--- src/rtl/config_word_packer.sv ---
// Hunts a byte stream for a sync word, then packs WORD_BYTES bytes per config word until a desync word.
// Latency: word strobe one cycle after its last byte is accepted; byte_ready_o is combinational from word_ready_i.
module config_word_packer #(
    parameter int                        WORD_BYTES  = 4,
    parameter logic [8*WORD_BYTES-1:0]   SYNC_WORD   = 32'hFAB0_FAB1,
    parameter logic [8*WORD_BYTES-1:0]   DESYNC_WORD = 32'hFAB0_FAB0,
    parameter bit                        BIG_ENDIAN  = 1'b1,
    parameter int                        COUNT_W     = 16
) (
    input  logic                      clk_i,
    input  logic                      reset_i,
    input  logic                      enable_i,
    input  logic [7:0]                byte_data_i,
    input  logic                      byte_valid_i,
    output logic                      byte_ready_o,
    output logic [8*WORD_BYTES-1:0]   word_data_o,
    output logic                      word_write_strobe_o,
    input  logic                      word_ready_i,
    output logic                      synced_o,
    output logic                      frame_done_o,
    output logic [COUNT_W-1:0]        word_count_o
);
    localparam int                W     = 8 * WORD_BYTES;
    localparam int                IDX_W = $clog2(WORD_BYTES);
    localparam logic [IDX_W-1:0]  LAST  = IDX_W'(WORD_BYTES - 1);

    typedef enum logic {HUNT, ASSEMBLE} state_t;

    state_t             state_q, state_d;
    logic [W-1:0]       hist_q, hist_d;
    logic [W-1:0]       part_q, part_d;
    logic [IDX_W-1:0]   idx_q, idx_d;
    logic [W-1:0]       word_q, word_d;
    logic               strobe_q, strobe_d;
    logic               synced_q, synced_d;
    logic               done_q, done_d;
    logic [COUNT_W-1:0] count_q, count_d;

    logic               byte_acc;
    logic [W-1:0]       hist_shift;
    logic [W-1:0]       part_new;
    logic [IDX_W-1:0]   lane;

    assign byte_ready_o        = !reset_i && enable_i && (!strobe_q || word_ready_i);
    assign word_data_o         = word_q;
    assign word_write_strobe_o = strobe_q;
    assign synced_o            = synced_q;
    assign frame_done_o        = done_q;
    assign word_count_o        = count_q;

    always_comb begin
        state_d    = state_q;
        hist_d     = hist_q;
        part_d     = part_q;
        idx_d      = idx_q;
        word_d     = word_q;
        strobe_d   = strobe_q;
        synced_d   = synced_q;
        done_d     = 1'b0;
        count_d    = count_q;
        byte_acc   = byte_valid_i && byte_ready_o;
        hist_shift = {hist_q[W-9:0], byte_data_i};
        lane       = BIG_ENDIAN ? (LAST - idx_q) : idx_q;
        part_new   = part_q;
        part_new[{lane, 3'b000} +: 8] = byte_data_i;

        // An abort takes precedence over a handshake in the same cycle, so the count is held.
        if (strobe_q && word_ready_i && enable_i) begin
            strobe_d = 1'b0;
            if (count_q != {COUNT_W{1'b1}})
                count_d = count_q + COUNT_W'(1);
        end

        if (!enable_i) begin
            state_d  = HUNT;
            synced_d = 1'b0;
            hist_d   = '0;
            part_d   = '0;
            idx_d    = '0;
            strobe_d = 1'b0;
        end else if (byte_acc) begin
            case (state_q)
                HUNT: begin
                    hist_d = hist_shift;
                    if (hist_shift == SYNC_WORD) begin
                        state_d  = ASSEMBLE;
                        synced_d = 1'b1;
                        idx_d    = '0;
                        part_d   = '0;
                        count_d  = '0;
                    end
                end
                ASSEMBLE: begin
                    if (idx_q == LAST) begin
                        idx_d  = '0;
                        part_d = '0;
                        if (part_new == DESYNC_WORD) begin
                            state_d  = HUNT;
                            synced_d = 1'b0;
                            done_d   = 1'b1;
                            hist_d   = '0;
                        end else begin
                            word_d   = part_new;
                            strobe_d = 1'b1;
                        end
                    end else begin
                        part_d = part_new;
                        idx_d  = idx_q + IDX_W'(1);
                    end
                end
                default: state_d = HUNT;
            endcase
        end
    end

    always_ff @(posedge clk_i or posedge reset_i) begin
        if (reset_i) begin
            state_q  <= HUNT;
            hist_q   <= '0;
            part_q   <= '0;
            idx_q    <= '0;
            word_q   <= '0;
            strobe_q <= 1'b0;
            synced_q <= 1'b0;
            done_q   <= 1'b0;
            count_q  <= '0;
        end else begin
            state_q  <= state_d;
            hist_q   <= hist_d;
            part_q   <= part_d;
            idx_q    <= idx_d;
            word_q   <= word_d;
            strobe_q <= strobe_d;
            synced_q <= synced_d;
            done_q   <= done_d;
            count_q  <= count_d;
        end
    end
endmodule
--- config.mk ---
export PLATFORM = sky130hd
export DESIGN_NAME = config_word_packer
export DESIGN_NICKNAME = d
export VERILOG_FILES = /design/src/rtl/config_word_packer.sv
export SDC_FILE = /design/constraint.sdc
export NUM_CORES = 1
export LEC_CHECK = 0
export ABC_AREA = 1
export CAP_MARGIN = 30
export CORE_MARGIN = 5
export CORE_UTILIZATION = 40
export CTS_CLUSTER_DIAMETER = 40
export DETAILED_ROUTE_END_ITERATION = 10
export GPL_TIMING_DRIVEN = 0
export PLACE_DENSITY = 0.7
export SETUP_SLACK_MARGIN = 0.02
export SYNTH_ARGS = -nofsm -noshare
export SYNTH_HDL_FRONTEND = slang
export SYNTH_SLANG_ARGS = --single-unit
--- constraint.sdc ---
create_clock -name clk_i -period 6.25 [get_ports clk_i]
set_input_delay 0.9375 -clock clk_i [delete_from_list [all_inputs] [get_ports clk_i]]
set_output_delay 0.9375 -clock clk_i [all_outputs]
set_load 0.02 [all_outputs]
* Word level (Yosys, flattened, before mapping)
Cells that the tools add are included.
Operators by class: equality and inequality tests 8, shift-type cells 2, bitwise operators 2, muxes and demuxes 45, reductions and logical operators 12, add/subtract/negate cells 4
Operator list (count):
- $mux 32 | 4
- $mux 16 | 6
- $mux 24 | 4
- $eq 32x32->1 const B | 2
- $pmux 32 s2 | 1
- $pmux 24 s2 | 1
- $bwmux 32 | 1
- $shift 8x7->32 const A | 1
- $shiftx 8x7->32 | 1
- $mux 1 | 21
- $add 16x1->16 const B | 1
- $ne 16x16->1 const B | 1
- $mux 2 | 4
- $neg 5->7 | 1
- $ne 3x2->1 const B | 2
- $logic_and 1x1->1 | 5
- $reduce_and 5->1 | 1
- $pmux 1 s2 | 2
- $pmux 2 s2 | 1
- $reduce_and 4->1 | 1
- $ne 3x3->1 const B | 1
- $reduce_and 3->1 | 1
- $add 2x1->2 const B | 1
- $eq 2x2->1 const B | 1
- other kinds (6) | 8
Word-level totals: output and inout bits 52, word-level logic and storage cells 82, register bits 110

* Longest topological paths before layout
depth after elaboration 10, gate-level depth with buffers 17

* Worst setup path before layout
No wires, ideal clock.
path kind input -> register, start input port enable_i, end register hist_q[0], path buffers 2, arrival 2.628 ns, setup slack 3.556 ns, setup time 0.066 ns, stages 8, cell sequence buf_2 inv_2 nor3_2 nand2_1 a21oi_1 clkbuf_1 nand3_1 nand2_1
Between the ends: word-level cells in the longest chain between the ends 5, elaborated cells between the ends (all ways) 8, those cells by class eq/ne: 3; mux: 1; reduce/logical: 4
Ends and longest elaborated chain:
- start: declaration | line 12 | input logic enable_i,
- $logic_and 1x1->1 (2 in a row) | line 44 | assign byte_ready_o = !reset_i && enable_i && (!strobe_q || word_ready_i);
- net byte_ready_o | line 15 | output logic byte_ready_o,
- $logic_and 1x1->1 | line 61 | byte_acc = byte_valid_i && byte_ready_o;
- $ne 2x1->1 (no source line)
- $reduce_and 3->1 (no source line)
- end signal: assignment | line 129 | hist_q <= hist_d;
- end: declaration | line 30 | logic [W-1:0] hist_q, hist_d;
The timed path passes the listed nets, and every way through them passes these cells. A chain may end at the register's enable or synchronous reset.

* Worst setup path in the final report
start input port word_ready_i, end output port byte_ready_o
Between the ends: word-level cells in the longest chain between the ends 2
Ends and longest elaborated chain:
- start: declaration | line 18 | input logic word_ready_i,
- $logic_or 1x1->1 | line 44
- $logic_and 1x1->1 | line 44
- end: declaration | line 15
Every way passes these cells.

==> impl_metrics.json <==
{
  "run_status": "finished clean",
  "p_leak_nw": 3.62,
  "syn-cell-area_um2": 5960,
  "hold_buffers": 0,
  "antenna_found_initial": 0,
  "cts_buffer_depth": 2,
  "synth_cell_types": 31,
  "fmax_ghz": 0.312,
  "cts_made_buffers": 9,
  "finalSetupTns_ps": 0,
  "endpoint_kind": "output pin",
  "finalWeightedCongestion": 0.896,
  "routed_via_density": 5.04,
  "placed_cells": 1091,
  "cts_root_buffer": "clkbuf_16",
  "start_kind": "input pin",
  "routedWlPerCell_um": 14.2,
  "worstPathMaxFanout": 2,
  "fin_cells": 1106,
  "die_x_um": 132,
  "grt_overflow": 0,
  "start_util": 0.408,
  "grt_pass1_wl_mm": 26.4,
  "ios": 65,
  "ys_seq_area_frac": 0.462,
  "path_class": "input pin to output pin",
  "syn_avg_cell_area_um2": 7.07,
  "period_share": 0.513,
  "drt_iter0_markers": 444,
  "drc_errors": 0,
  "rows": 44,
  "drv_cap": 0,
  "hold_viol": 0,
  "h-tree-depth": 3,
  "worst_pin_slew_ps": 858,
  "die_h_um": 132,
  "fillCellCount": 1460,
  "grt_max_degree": 65,
  "vdd_drop_max_v": 0.000159,
  "ys_warn_count": 0,
  "cts_tree": "yes",
  "relSlewSlack": 0.428,
  "area_growth_pct": 20.2,
  "core_um2": 14600,
  "grt_usage": 0.183,
  "hold_class": "flop to flop",
  "power_density_nw_per_um2": 202,
  "post_cts_resized": 0,
  "dieArea_um2": 17400,
  "numClockSinks": 110,
  "timing.hold.ws_ps": 471,
  "detail-route-antenna-nets": 0,
  "dr_total_vias": 5574,
  "layout_commonest_cell": "nand2_1",
  "cp.required_ps": 5310,
  "drt_wl_total_mm": 15.7,
  "clock-skew-final_ps": 5.98,
  "postLayoutCoreUtil": 0.491,
  "first_pass_iters": 5,
  "mostFrequentLayoutCells": "nand2_1, nor2_1, dfrtp_1",
  "slew_violations": 0,
  "port_buffers": 63,
  "final_nets": 937,
  "fin_crit_ps": 3210,
  "synth_cells": 843,
  "arrival_ps": 2270,
  "clkTransAtPathRegs_ps": 70,
  "drive_gt1_frac": 0.0477,
  "antenna_cells": 0,
  "syn_nets": 862,
  "grt_pass1_vias": 5271,
  "post_cts_buffers": 0,
  "power.total_w": 0.00145,
  "grt_setup_unrepaired": "no",
  "worstSkewPairLatency_ps": 360,
  "dp_hpwl_mm": 11.7,
  "ys_seq_elements": 110,
  "setup_viol": 0
}
-- critical path, stage by stage --
cell and delay (ps):
clkdlybuf4s50_1 480, nor2_1 90, nor3_2 130, clkdlybuf4s50_1 630
-- Yosys cell counts (all sizes together) --
cell	number	area (um^2)
a21oi	12	60.1
buf	11	70.1
clkbuf	21	78.8
clkinv	1	3.75
dfrtp	110	2750
ha	6	75.1
inv	83	312
nand2	300	1140
nand3	58	305
nand3b	2	15.0
nand4	43	269
nor2	122	460
nor3	19	105
nor4	4	25.0
o21a	3	22.5
o21ai	39	195
o21bai	1	7.51
o31ai	1	7.51
o32ai	1	8.76
or2	2	12.5
xnor2	1	8.76
xor2	3	26.3
-- path summary, 6_finish.rpt --
path	from	to	slack (ps)	cells past startpoint
min reg2reg	hist_q[8]	hist_q[8]	470	2
min	hist_q[8]	hist_q[8]	470	2
max reg2reg	idx_q[0]	hist_q[13]	3200	16
max in group asynchronous	reset_i	part_q[10]	4380	3
min in group asynchronous	reset_i	word_count_o[14]	1160	2
max	word_ready_i	byte_ready_o	3040	4
-- flip-flops by register name, indices dropped and copies added, names as in the netlist --
signal	count
frame_done_o	1
hist_q	24
idx_q	2
part_q	32
state_q	1
synced_o	1
word_count_o	16
word_data_o	32
word_write_strobe_o	1
-- where the power goes --
group          switching [W]  internal, W  total (W)
Clock               0.000270     0.000348   0.000619
Combinational      0.0000645    0.0000290  0.0000934
Sequential         0.0000112     0.000722   0.000733
-- cell families after synthesis --
kind of cell             after synthesis  synth area share
AO/OA/AOI/OAI                         57            0.0506
XOR/XNOR                               4           0.00588
adder cells (fa/ha/maj)                6            0.0126
buffers and inverters                116            0.0779
flip-flops                           110             0.462
AND/OR/NAND/NOR                      550             0.391
-- cell type report --
class                   count  area (um^2)  area share
clock inverters             6         87.6      0.0122
inverters                  84          318      0.0444
well taps                 184          230      0.0321
multi-input cells         617         2740       0.383
flip-flops and latches    110         2750       0.384
clock buffers               9          225      0.0314
plain buffers              32          149      0.0208
repair buffers             64          658      0.0919
-- routing by layer --
layer	GRT usage	wire length (um)	vias to the layer above
li1	-	-	2824
met2	0.308	7670	142
met3	0.0340	776	18
met5	0	0	-
met1	0.245	7070	2590
met4	0.0417	180	0
-- per-stage QoR --
step | instance area (um^2) | setup WS [ps]
6_report | 7160 | 3040
5_1_grt | 7160 | 2920
3_5_place_dp | 6850 | 2830
4_1_cts | 7160 | 3040
2_1_floorplan | 5960 | 2410
3_3_place_gp | 6820 | 696
Note: power is estimated with default switching activity, not from simulation.
